File: src/rtl/countdown_timer_pkg.sv
// Shared types and seven-segment constants for the M:SS countdown timer.
// Segment patterns are active-low with bit order {g,f,e,d,c,b,a}.
package countdown_timer_pkg;

    typedef logic [3:0] bcd_t;

    localparam logic [6:0] SEG_0     = 7'b1000000;
    localparam logic [6:0] SEG_1     = 7'b1111001;
    localparam logic [6:0] SEG_2     = 7'b0100100;
    localparam logic [6:0] SEG_3     = 7'b0110000;
    localparam logic [6:0] SEG_4     = 7'b0011001;
    localparam logic [6:0] SEG_5     = 7'b0010010;
    localparam logic [6:0] SEG_6     = 7'b0000010;
    localparam logic [6:0] SEG_7     = 7'b1111000;
    localparam logic [6:0] SEG_8     = 7'b0000000;
    localparam logic [6:0] SEG_9     = 7'b0010000;
    localparam logic [6:0] SEG_BLANK = 7'b1111111;

    localparam bcd_t BCD_NINE = 4'd9;
    localparam bcd_t BCD_FIVE = 4'd5;

endpackage

File: src/rtl/seg7_decoder.sv
// Combinational BCD to active-low seven-segment decoder; any value above 9
// shows a blank digit.
module seg7_decoder
    import countdown_timer_pkg::*;
(
    input  bcd_t       digit,
    output logic [6:0] seg
);

    always_comb begin
        seg = SEG_BLANK;
        case (digit)
            4'd0:    seg = SEG_0;
            4'd1:    seg = SEG_1;
            4'd2:    seg = SEG_2;
            4'd3:    seg = SEG_3;
            4'd4:    seg = SEG_4;
            4'd5:    seg = SEG_5;
            4'd6:    seg = SEG_6;
            4'd7:    seg = SEG_7;
            4'd8:    seg = SEG_8;
            4'd9:    seg = SEG_9;
            default: seg = SEG_BLANK;
        endcase
    end

endmodule

File: src/rtl/countdown_timer.sv
// M:ST:SU BCD countdown timer with a one-second prescaler, pause input and
// a sticky Timeout at 0:00; reset is asynchronous and active-low.
module countdown_timer
    import countdown_timer_pkg::*;
#(
    parameter int CLOCK_FREQ    = 50_000_000,
    parameter int START_MINUTES = 5
) (
    input  logic       clock,
    input  logic       reset,
    input  logic       flag,
    output logic [6:0] SegMins,
    output logic [6:0] SegSecTens,
    output logic [6:0] SegSecUnits,
    output logic       Timeout
);

    localparam int             PW         = (CLOCK_FREQ > 1) ? $clog2(CLOCK_FREQ) : 1;
    localparam logic [PW-1:0]  PRESC_LAST = PW'(CLOCK_FREQ - 1);
    localparam bcd_t           START_M    = bcd_t'(START_MINUTES);

    logic [PW-1:0] presc_q, presc_d;
    bcd_t          mins_q, mins_d;
    bcd_t          sec_tens_q, sec_tens_d;
    bcd_t          sec_units_q, sec_units_d;
    logic          run;
    logic          tick;

    // Once the time reaches 0:00 the prescaler stops too, so nothing moves.
    assign Timeout = (mins_q == 4'd0) && (sec_tens_q == 4'd0) && (sec_units_q == 4'd0);
    assign run     = flag && !Timeout;
    assign tick    = run && (presc_q == PRESC_LAST);

    always_comb begin
        presc_d = presc_q;
        if (run) begin
            presc_d = tick ? '0 : presc_q + PW'(1);
        end
    end

    always_comb begin
        mins_d      = mins_q;
        sec_tens_d  = sec_tens_q;
        sec_units_d = sec_units_q;
        if (tick) begin
            if (sec_units_q != 4'd0) begin
                sec_units_d = sec_units_q - 4'd1;
            end else begin
                sec_units_d = BCD_NINE;
                if (sec_tens_q != 4'd0) begin
                    sec_tens_d = sec_tens_q - 4'd1;
                end else begin
                    sec_tens_d = BCD_FIVE;
                    mins_d     = mins_q - 4'd1;
                end
            end
        end
    end

    always_ff @(posedge clock or negedge reset) begin
        if (!reset) begin
            presc_q     <= '0;
            mins_q      <= START_M;
            sec_tens_q  <= 4'd0;
            sec_units_q <= 4'd0;
        end else begin
            presc_q     <= presc_d;
            mins_q      <= mins_d;
            sec_tens_q  <= sec_tens_d;
            sec_units_q <= sec_units_d;
        end
    end

    seg7_decoder u_dec_mins (
        .digit (mins_q),
        .seg   (SegMins)
    );

    seg7_decoder u_dec_sec_tens (
        .digit (sec_tens_q),
        .seg   (SegSecTens)
    );

    seg7_decoder u_dec_sec_units (
        .digit (sec_units_q),
        .seg   (SegSecUnits)
    );

endmodule

File: config.mk
export PLATFORM = sky130hd
export DESIGN_NAME = countdown_timer
export DESIGN_NICKNAME = d
export VERILOG_FILES = /design/src/rtl/countdown_timer_pkg.sv /design/src/rtl/seg7_decoder.sv /design/src/rtl/countdown_timer.sv
export SDC_FILE = /design/constraint.sdc
export NUM_CORES = 1
export LEC_CHECK = 0
export BUFFER_PORTS_ARGS = -buffer_cell sky130_fd_sc_hd__buf_2
export CAP_MARGIN = 25
export CORE_UTILIZATION = 60
export CTS_CLUSTER_SIZE = 30
export DETAILED_ROUTE_END_ITERATION = 10
export GPL_ROUTABILITY_DRIVEN = 0
export PLACE_DENSITY = 0.84
export SLEW_MARGIN = 20
export SYNTH_ARGS = -nofsm -noshare
export SYNTH_HDL_FRONTEND = slang
export SYNTH_HIERARCHICAL = 1
export SYNTH_SLANG_ARGS = --single-unit
File: constraint.sdc
create_clock -name clock -period 2.4 [get_ports clock]
set_input_delay 0.36 -clock clock [delete_from_list [all_inputs] [get_ports clock]]
set_output_delay 0.36 -clock clock [all_outputs]
set_load 0.01 [all_outputs]
# == Word-level counts from Yosys, hierarchy flattened ==
# Memories as Yosys holds them, arrays and structs flattened.
# Index checks and enable logic that the tools add are counted.
# classes
n_reduce_logical,12
n_addsub,4
n_bitwise,2
eq_ne,1
muxes,3
# op_table
operator,count
$add 26x1->26 const B,1
$eq 26x26->1 const B,1
$mux 26,1
$logic_not 4->1,3
$sub 4x1->4 const B,3
$mux 4,2
$reduce_bool 4->1,2
$logic_and 1x1->1,4
$reduce_and 3->1,1
$not 1->1,2
$reduce_and 2->1,1
$logic_not 1->1,1
# word_totals
elab_cells,29
inputBits,3
output_inout_bits,22
n_memories,3
regBits,38
romBits,336
# mem_list
memory,depth,word_bits,read_ports,rd_clocked_by_memory_dff,wr,line_no,source
(name not given),16,7,1,0,0,seg7_decoder.sv:12,case (digit)
(name not given),16,7,1,0,0,seg7_decoder.sv:12,
(name not given),16,7,1,0,0,seg7_decoder.sv:12,

# == Depth between registers and ports, before layout ==
# depth
depth_word,7
ltp_mapped,9
mapped_depth_nobuf,7

# == Cells and area by module ==
# Netlist, hierarchy kept.
# by_module_without_submodules
module,cells_each,n_inst,seq_area_each_um2,area_per_inst_um2
countdown_timer,196,1,953.4,2016.9
seg7_decoder,33,3,0.0,210.2

# == Worst setup path before layout ==
# OpenSTA, ideal clock, no wires.
# synth_path
kind,register -> register
startpoint,register mins_q[1]
endpoint,register sec_units_q[1]
stages_incl_launch_ff,9
setup_time_ps,128
required_ps,2272
path_slack_ps,306
synth_period_minus_slack_ps,2094
n_path_buf,1
t_arrival_ps,1967
path_cell_list,dfrtp_1 > inv_1 > ha_1 > or3b_2 > o31a_1 > buf_4 > nand3_4 > nor2_1 > mux2_1
# synth_via
elab_chain_len,6
# synth_rtl
element,line_no,source
from (decl),countdown_timer.sv:23,"bcd_t mins_q, mins_d;"
from (signal assigned),countdown_timer.sv:68,mins_q <= mins_d;
$logic_not 4->1,countdown_timer.sv:30,assign Timeout = (mins_q == 4'd0) && (sec_tens_q == 4'd0) && (sec_units_q == 4'd0);
$logic_and 1x1->1 (2 in a row),countdown_timer.sv:30,
$logic_not 1->1,countdown_timer.sv:31,assign run = flag && !Timeout;
$logic_and 1x1->1,countdown_timer.sv:31,
$logic_and 1x1->1,countdown_timer.sv:32,assign tick = run && (presc_q == PRESC_LAST);
to (signal assigned),countdown_timer.sv:70,sec_units_q <= sec_units_d;
to (decl),countdown_timer.sv:25,"bcd_t sec_units_q, sec_units_d;"
# Every way passes these cells.
# A chain may end at the register's enable or synchronous reset.

# == Worst setup path after layout ==
# layout_path
startpoint,register presc_q[0]
endpoint,register sec_tens_q[1]
# layout_via
elab_chain_len,3
# layout_rtl
element,line_no,source
from (decl),countdown_timer.sv:22,"logic [PW-1:0] presc_q, presc_d;"
from (signal assigned),countdown_timer.sv:67,presc_q <= presc_d;
$eq 26x26->1,countdown_timer.sv:32,
$logic_and 1x1->1,countdown_timer.sv:32,
$reduce_and 2->1 (no source line),-,
to (signal assigned),countdown_timer.sv:69,sec_tens_q <= sec_tens_d;
to (decl),countdown_timer.sv:24,"bcd_t sec_tens_q, sec_tens_d;"
# Every way passes these cells.

==> flow_results.xml <==
<?xml version="1.0" encoding="UTF-8"?>
<metrics>
  <group name="critical_path">
    <metric name="path_depth" unit="">7</metric>
    <metric name="critPathArrivalTime" unit="ns">2.45</metric>
    <metric name="worst_r2r_path_depth" unit="">7</metric>
    <metric name="slowest_delay" unit="ns">0.49</metric>
    <metric name="endpoint" unit="">sec_tens_q[1]</metric>
    <metric name="crit_required" unit="ns">2.64</metric>
    <metric name="rr_startpoint" unit="">presc_q[0]</metric>
    <metric name="setup.worst_path.end_class" unit="">flip-flop</metric>
    <metric name="crit_path_cell_trace" unit="">ha_1 -&gt; nand4_1 -&gt; nor4_4 -&gt; buf_4 -&gt; nand3_4 -&gt; or4_1 -&gt; nand2_1</metric>
    <metric name="reg2reg_slack" unit="ns">0.19</metric>
    <metric name="worstPathMaxFanout" unit="">12</metric>
    <metric name="cpLargestDelayFamily" unit="">simple AND/OR/NAND/NOR gates</metric>
    <metric name="critical_path.startpoint" unit="">presc_q[0]</metric>
    <metric name="timing_worst_setup_path_type" unit="">flip-flop to flip-flop</metric>
    <metric name="cp_num_buf_inv" unit="">1</metric>
    <metric name="regToRegEndpoint" unit="">sec_tens_q[1]</metric>
    <metric name="slowest_stage" unit="">sky130_fd_sc_hd__or4_1</metric>
    <metric name="crit_path_start_kind" unit="">flip-flop</metric>
  </group>
  <group name="synth">
    <metric name="post_synth_instance_area" unit="mm^2">0.00265</metric>
    <metric name="main_flop_type_after_synthesis" unit="">sky130_fd_sc_hd__dfrtp_1</metric>
    <metric name="async_reset_ff_share" unit="%">100</metric>
    <metric name="yosysWarningCount" unit="">6</metric>
    <metric name="ys_seq_elements" unit="">38</metric>
    <metric name="synth_edf_count" unit="">0</metric>
    <metric name="post_synth_num_cell_types" unit="">48</metric>
    <metric name="synth.net_count" unit="">316</metric>
    <metric name="synth_seq_area_share" unit="%">36.0</metric>
    <metric name="post_synth_inst_count" unit="">295</metric>
    <metric name="syn-mean-instance-area" unit="um^2">8.97</metric>
  </group>
  <group name="floorplanning">
    <metric name="die_h" unit="um">68.4</metric>
    <metric name="rows" unit="">23</metric>
    <metric name="initial_core_util" unit="%">64.3</metric>
    <metric name="floorplan.core_area" unit="mm^2">0.00412</metric>
    <metric name="top_level_ports" unit="">25</metric>
    <metric name="die_area" unit="mm^2">0.00468</metric>
    <metric name="die_span_x" unit="um">68.4</metric>
  </group>
  <group name="final_layout">
    <metric name="post_route_core_utilization" unit="%">72.9</metric>
    <metric name="layout.cells.most_common_list" unit="">sky130_fd_sc_hd__dfrtp_1 (36), sky130_fd_sc_hd__nor2_1 (31), sky130_fd_sc_hd__o21ai_0 (28), sky130_fd_sc_hd__buf_2 (24), sky130_fd_sc_hd__nand2_1 (19)</metric>
    <metric name="num-fill-cells" unit="">311</metric>
    <metric name="n_antenna_cell" unit="">0</metric>
    <metric name="final_layout_size_suffix_gt1_share" unit="%">19.3</metric>
    <metric name="multi_input_comb_area" unit="mm^2">0.00154</metric>
    <metric name="final_common_cell" unit="">sky130_fd_sc_hd__dfrtp_1</metric>
    <metric name="syn_to_layout_area_delta" unit="%">13.4</metric>
    <metric name="area_of_all_sequential_standard_cells" unit="um^2">953</metric>
    <metric name="layoutNonFillerInstCount" unit="">381</metric>
    <metric name="finalNetCount" unit="">351</metric>
  </group>
  <group name="sta">
    <metric name="fin_crit_sh" unit="%">92.0</metric>
    <metric name="finalSetupViolCount" unit="">0</metric>
    <metric name="timing_max_transition_violations_final" unit="">0</metric>
    <metric name="fin_worst_skew" unit="ns">0.0142</metric>
    <metric name="final-hold-violation-count" unit="">0</metric>
    <metric name="rsz_0062_raised_after_global_routing" unit="">false</metric>
    <metric name="timing.max_slew.rel_slack" unit="%">43.6</metric>
    <metric name="worst_hold_slack" unit="ns">0.155</metric>
    <metric name="max_slew.worst_pin.slew" unit="ns">0.847</metric>
    <metric name="post-route-min-period" unit="ns">2.21</metric>
    <metric name="clock.fmax" unit="MHz">453</metric>
    <metric name="final.setup.tns" unit="ns">0</metric>
  </group>
  <group name="grt">
    <metric name="largest_net_degree_at_the_start_of_global_routing" unit="">39</metric>
    <metric name="grt_util_met2" unit="%">43.8</metric>
    <metric name="grt_antenna_before_repair" unit="">0</metric>
    <metric name="first_global_vias" unit="">1986</metric>
    <metric name="grt_remaining_overflow" unit="">0</metric>
    <metric name="gr-max-usage-layer" unit="">met2</metric>
    <metric name="grt_usage" unit="%">25.7</metric>
    <metric name="grt_use_met3" unit="%">5.33</metric>
    <metric name="grt_first_pass_wirelength" unit="um">8790</metric>
    <metric name="groute.layer.met1.usage" unit="%">31.0</metric>
  </group>
  <group name="routing">
    <metric name="drt_wl_total" unit="um">5470</metric>
    <metric name="firstDrtPassIters" unit="">4</metric>
    <metric name="route.detailed.vias_per_inst" unit="">5.90</metric>
    <metric name="antenna_left" unit="">0</metric>
    <metric name="drc_errors" unit="">0</metric>
    <metric name="routed_wire_length_per_instance" unit="um">14.4</metric>
    <metric name="via_count" unit="">2249</metric>
    <metric name="detail_route.iter0.violations" unit="">128</metric>
  </group>
  <group name="clock_network">
    <metric name="cts-root-buf" unit="">sky130_fd_sc_hd__clkbuf_8</metric>
    <metric name="clock_sinks" unit="">38</metric>
    <metric name="clk_pin_slew" unit="ns">0.08</metric>
    <metric name="cts_hold_repair.buffers" unit="">0</metric>
    <metric name="cts_buffers" unit="">5</metric>
    <metric name="tritoncts" unit="">yes</metric>
    <metric name="h-tree-depth" unit="">2</metric>
    <metric name="cts-root-to-sink-buffers" unit="">2</metric>
    <metric name="worst_skew_pair.late_latency" unit="ns">0.30</metric>
  </group>
  <group name="power">
    <metric name="p_int" unit="uW">1170</metric>
    <metric name="switching_power" unit="uW">349</metric>
    <metric name="ir_worst_vdd" unit="uV">413</metric>
    <metric name="power_frac_seq" unit="%">48.5</metric>
    <metric name="p_per_area" unit="mW/mm^2">505</metric>
    <metric name="power.share.switching" unit="%">23.0</metric>
    <metric name="p_clk_share" unit="%">44.9</metric>
    <metric name="power_leakage" unit="uW">0.00147</metric>
    <metric name="comb_power_share" unit="%">6.6</metric>
  </group>
  <group name="job">
    <metric name="max-cap-violations" unit="">0</metric>
  </group>
  <group name="min_path">
    <metric name="holdCritPathClass" unit="">primary input to async pin</metric>
  </group>
  <group name="place">
    <metric name="port_buffers" unit="">24</metric>
    <metric name="count_of_placed_standard_cells_including_taps" unit="">372</metric>
    <metric name="place.detailed.hpwl" unit="um">3870</metric>
  </group>
  <group name="run_status">
    <metric name="status" unit="">finished, final reports clean</metric>
  </group>
</metrics>
## timing repair
action,in CTS,in global routing
gates resized for setup,0,0
setup endpoints to repair,0,3
buffers inserted,0,1
## routing by layer
| layer | part of all wire [%] | vias up |
|---|---|---|
| li1 | - | 1120 |
| met1 | 46 | 1084 |
| met2 | 50 | 38 |
| met3 | 2.4 | 7 |
| met4 | 1.6 | 0 |
| met5 | 0 | - |
## worst min-delay path by stage
| stage | start | endpoint |
|---|---|---|
| 2_1_floorplan | reset | mins_q[1] |
| 3_3_place_gp | presc_q[15] | presc_q[15] |
| 3_5_place_dp | presc_q[15] | presc_q[15] |
| 4_1_cts | reset | mins_q[3] |
| 5_1_grt | reset | presc_q[4] |
| 6_report | reset | presc_q[2] |
## cells by family (layout without fill, tap and decap cells)
logic type / count (synthesis) / count (layout) / synth area share, %
mux: 9 / 9 / 3.54
simple gates: 127 / 127 / 27.1
buf+inv: 27 / 63 / 5.72
xor+xnor: 15 / 15 / 4.96
flops: 38 / 38 / 36.0
compound gates: 61 / 61 / 14.2
fa+ha+maj: 18 / 18 / 8.51
## sequential cells by signal, summed over array words and instances, names as in the netlist
| signal | count |
|---|---|
| presc_q | 26 |
| mins_q | 4 |
| sec_tens_q | 4 |
| sec_units_q | 4 |
## power by group through the flow
stage / sequential (uW) / combinational (uW) / clock [uW]
final: 736 / 99.8 / 681
after global routing: 742 / 112 / 708
after CTS: 733 / 100 / 686
after detailed placement: 741 / 102 / 0
after global placement: 740 / 96.0 / 0
after floorplan: 723 / 85.6 / 0
## layout make-up
| type | instances | share of cell area, % |
|---|---|---|
| clock buffer | 6 | 2.75 |
| clock inverter | 2 | 2.00 |
| inverter | 14 | 1.75 |
| multi-input combinational | 230 | 51.4 |
| sequential | 38 | 31.8 |
| tap | 50 | 2.08 |
| timing repair buffer | 41 | 8.25 |
## metrics by stage
stage / setup slack, ns / power (uW) / instance area, um^2
after floorplan: 0.306 / 808 / 2650
after global placement: 0.226 / 836 / 2850
after detailed placement: 0.176 / 843 / 2850
after CTS: 0.142 / 1520 / 2990
after global routing: 0.0664 / 1560 / 3000
final: 0.193 / 1520 / 3000
## cells in the mapped netlist, types with 4 or more instances
cell type	number	share of area [%]
sky130_fd_sc_hd__nor3_1	7	1.3
sky130_fd_sc_hd__buf_2	4	0.76
sky130_fd_sc_hd__nor2_1	31	4.4
sky130_fd_sc_hd__and3_1	5	1.2
sky130_fd_sc_hd__inv_1	14	2.0
sky130_fd_sc_hd__and4_1	4	1.3
sky130_fd_sc_hd__o21ai_0	28	5.3
sky130_fd_sc_hd__nand2_1	19	2.7
sky130_fd_sc_hd__a21oi_1	13	2.5
sky130_fd_sc_hd__mux2i_1	6	2.3
sky130_fd_sc_hd__dfrtp_1	36	34
sky130_fd_sc_hd__nand3_1	12	2.3
sky130_fd_sc_hd__buf_6	5	2.1
sky130_fd_sc_hd__xor2_1	7	2.3
sky130_fd_sc_hd__or2_1	4	0.95
sky130_fd_sc_hd__or4_1	5	1.4
sky130_fd_sc_hd__nand4_1	12	2.8
sky130_fd_sc_hd__xnor2_1	8	2.6
sky130_fd_sc_hd__nand2b_1	12	2.8
sky130_fd_sc_hd__ha_1	18	8.5
## worst register-to-register path, stage by stage, from the launching register on
cell                      delay, ns
sky130_fd_sc_hd__dfrtp_1       0.44
sky130_fd_sc_hd__ha_1          0.24
sky130_fd_sc_hd__nand4_1       0.25
sky130_fd_sc_hd__nor4_4        0.31
sky130_fd_sc_hd__buf_4         0.19
sky130_fd_sc_hd__nand3_4       0.15
sky130_fd_sc_hd__or4_1         0.49
sky130_fd_sc_hd__nand2_1       0.08
(Power assumes the default switching activity.)
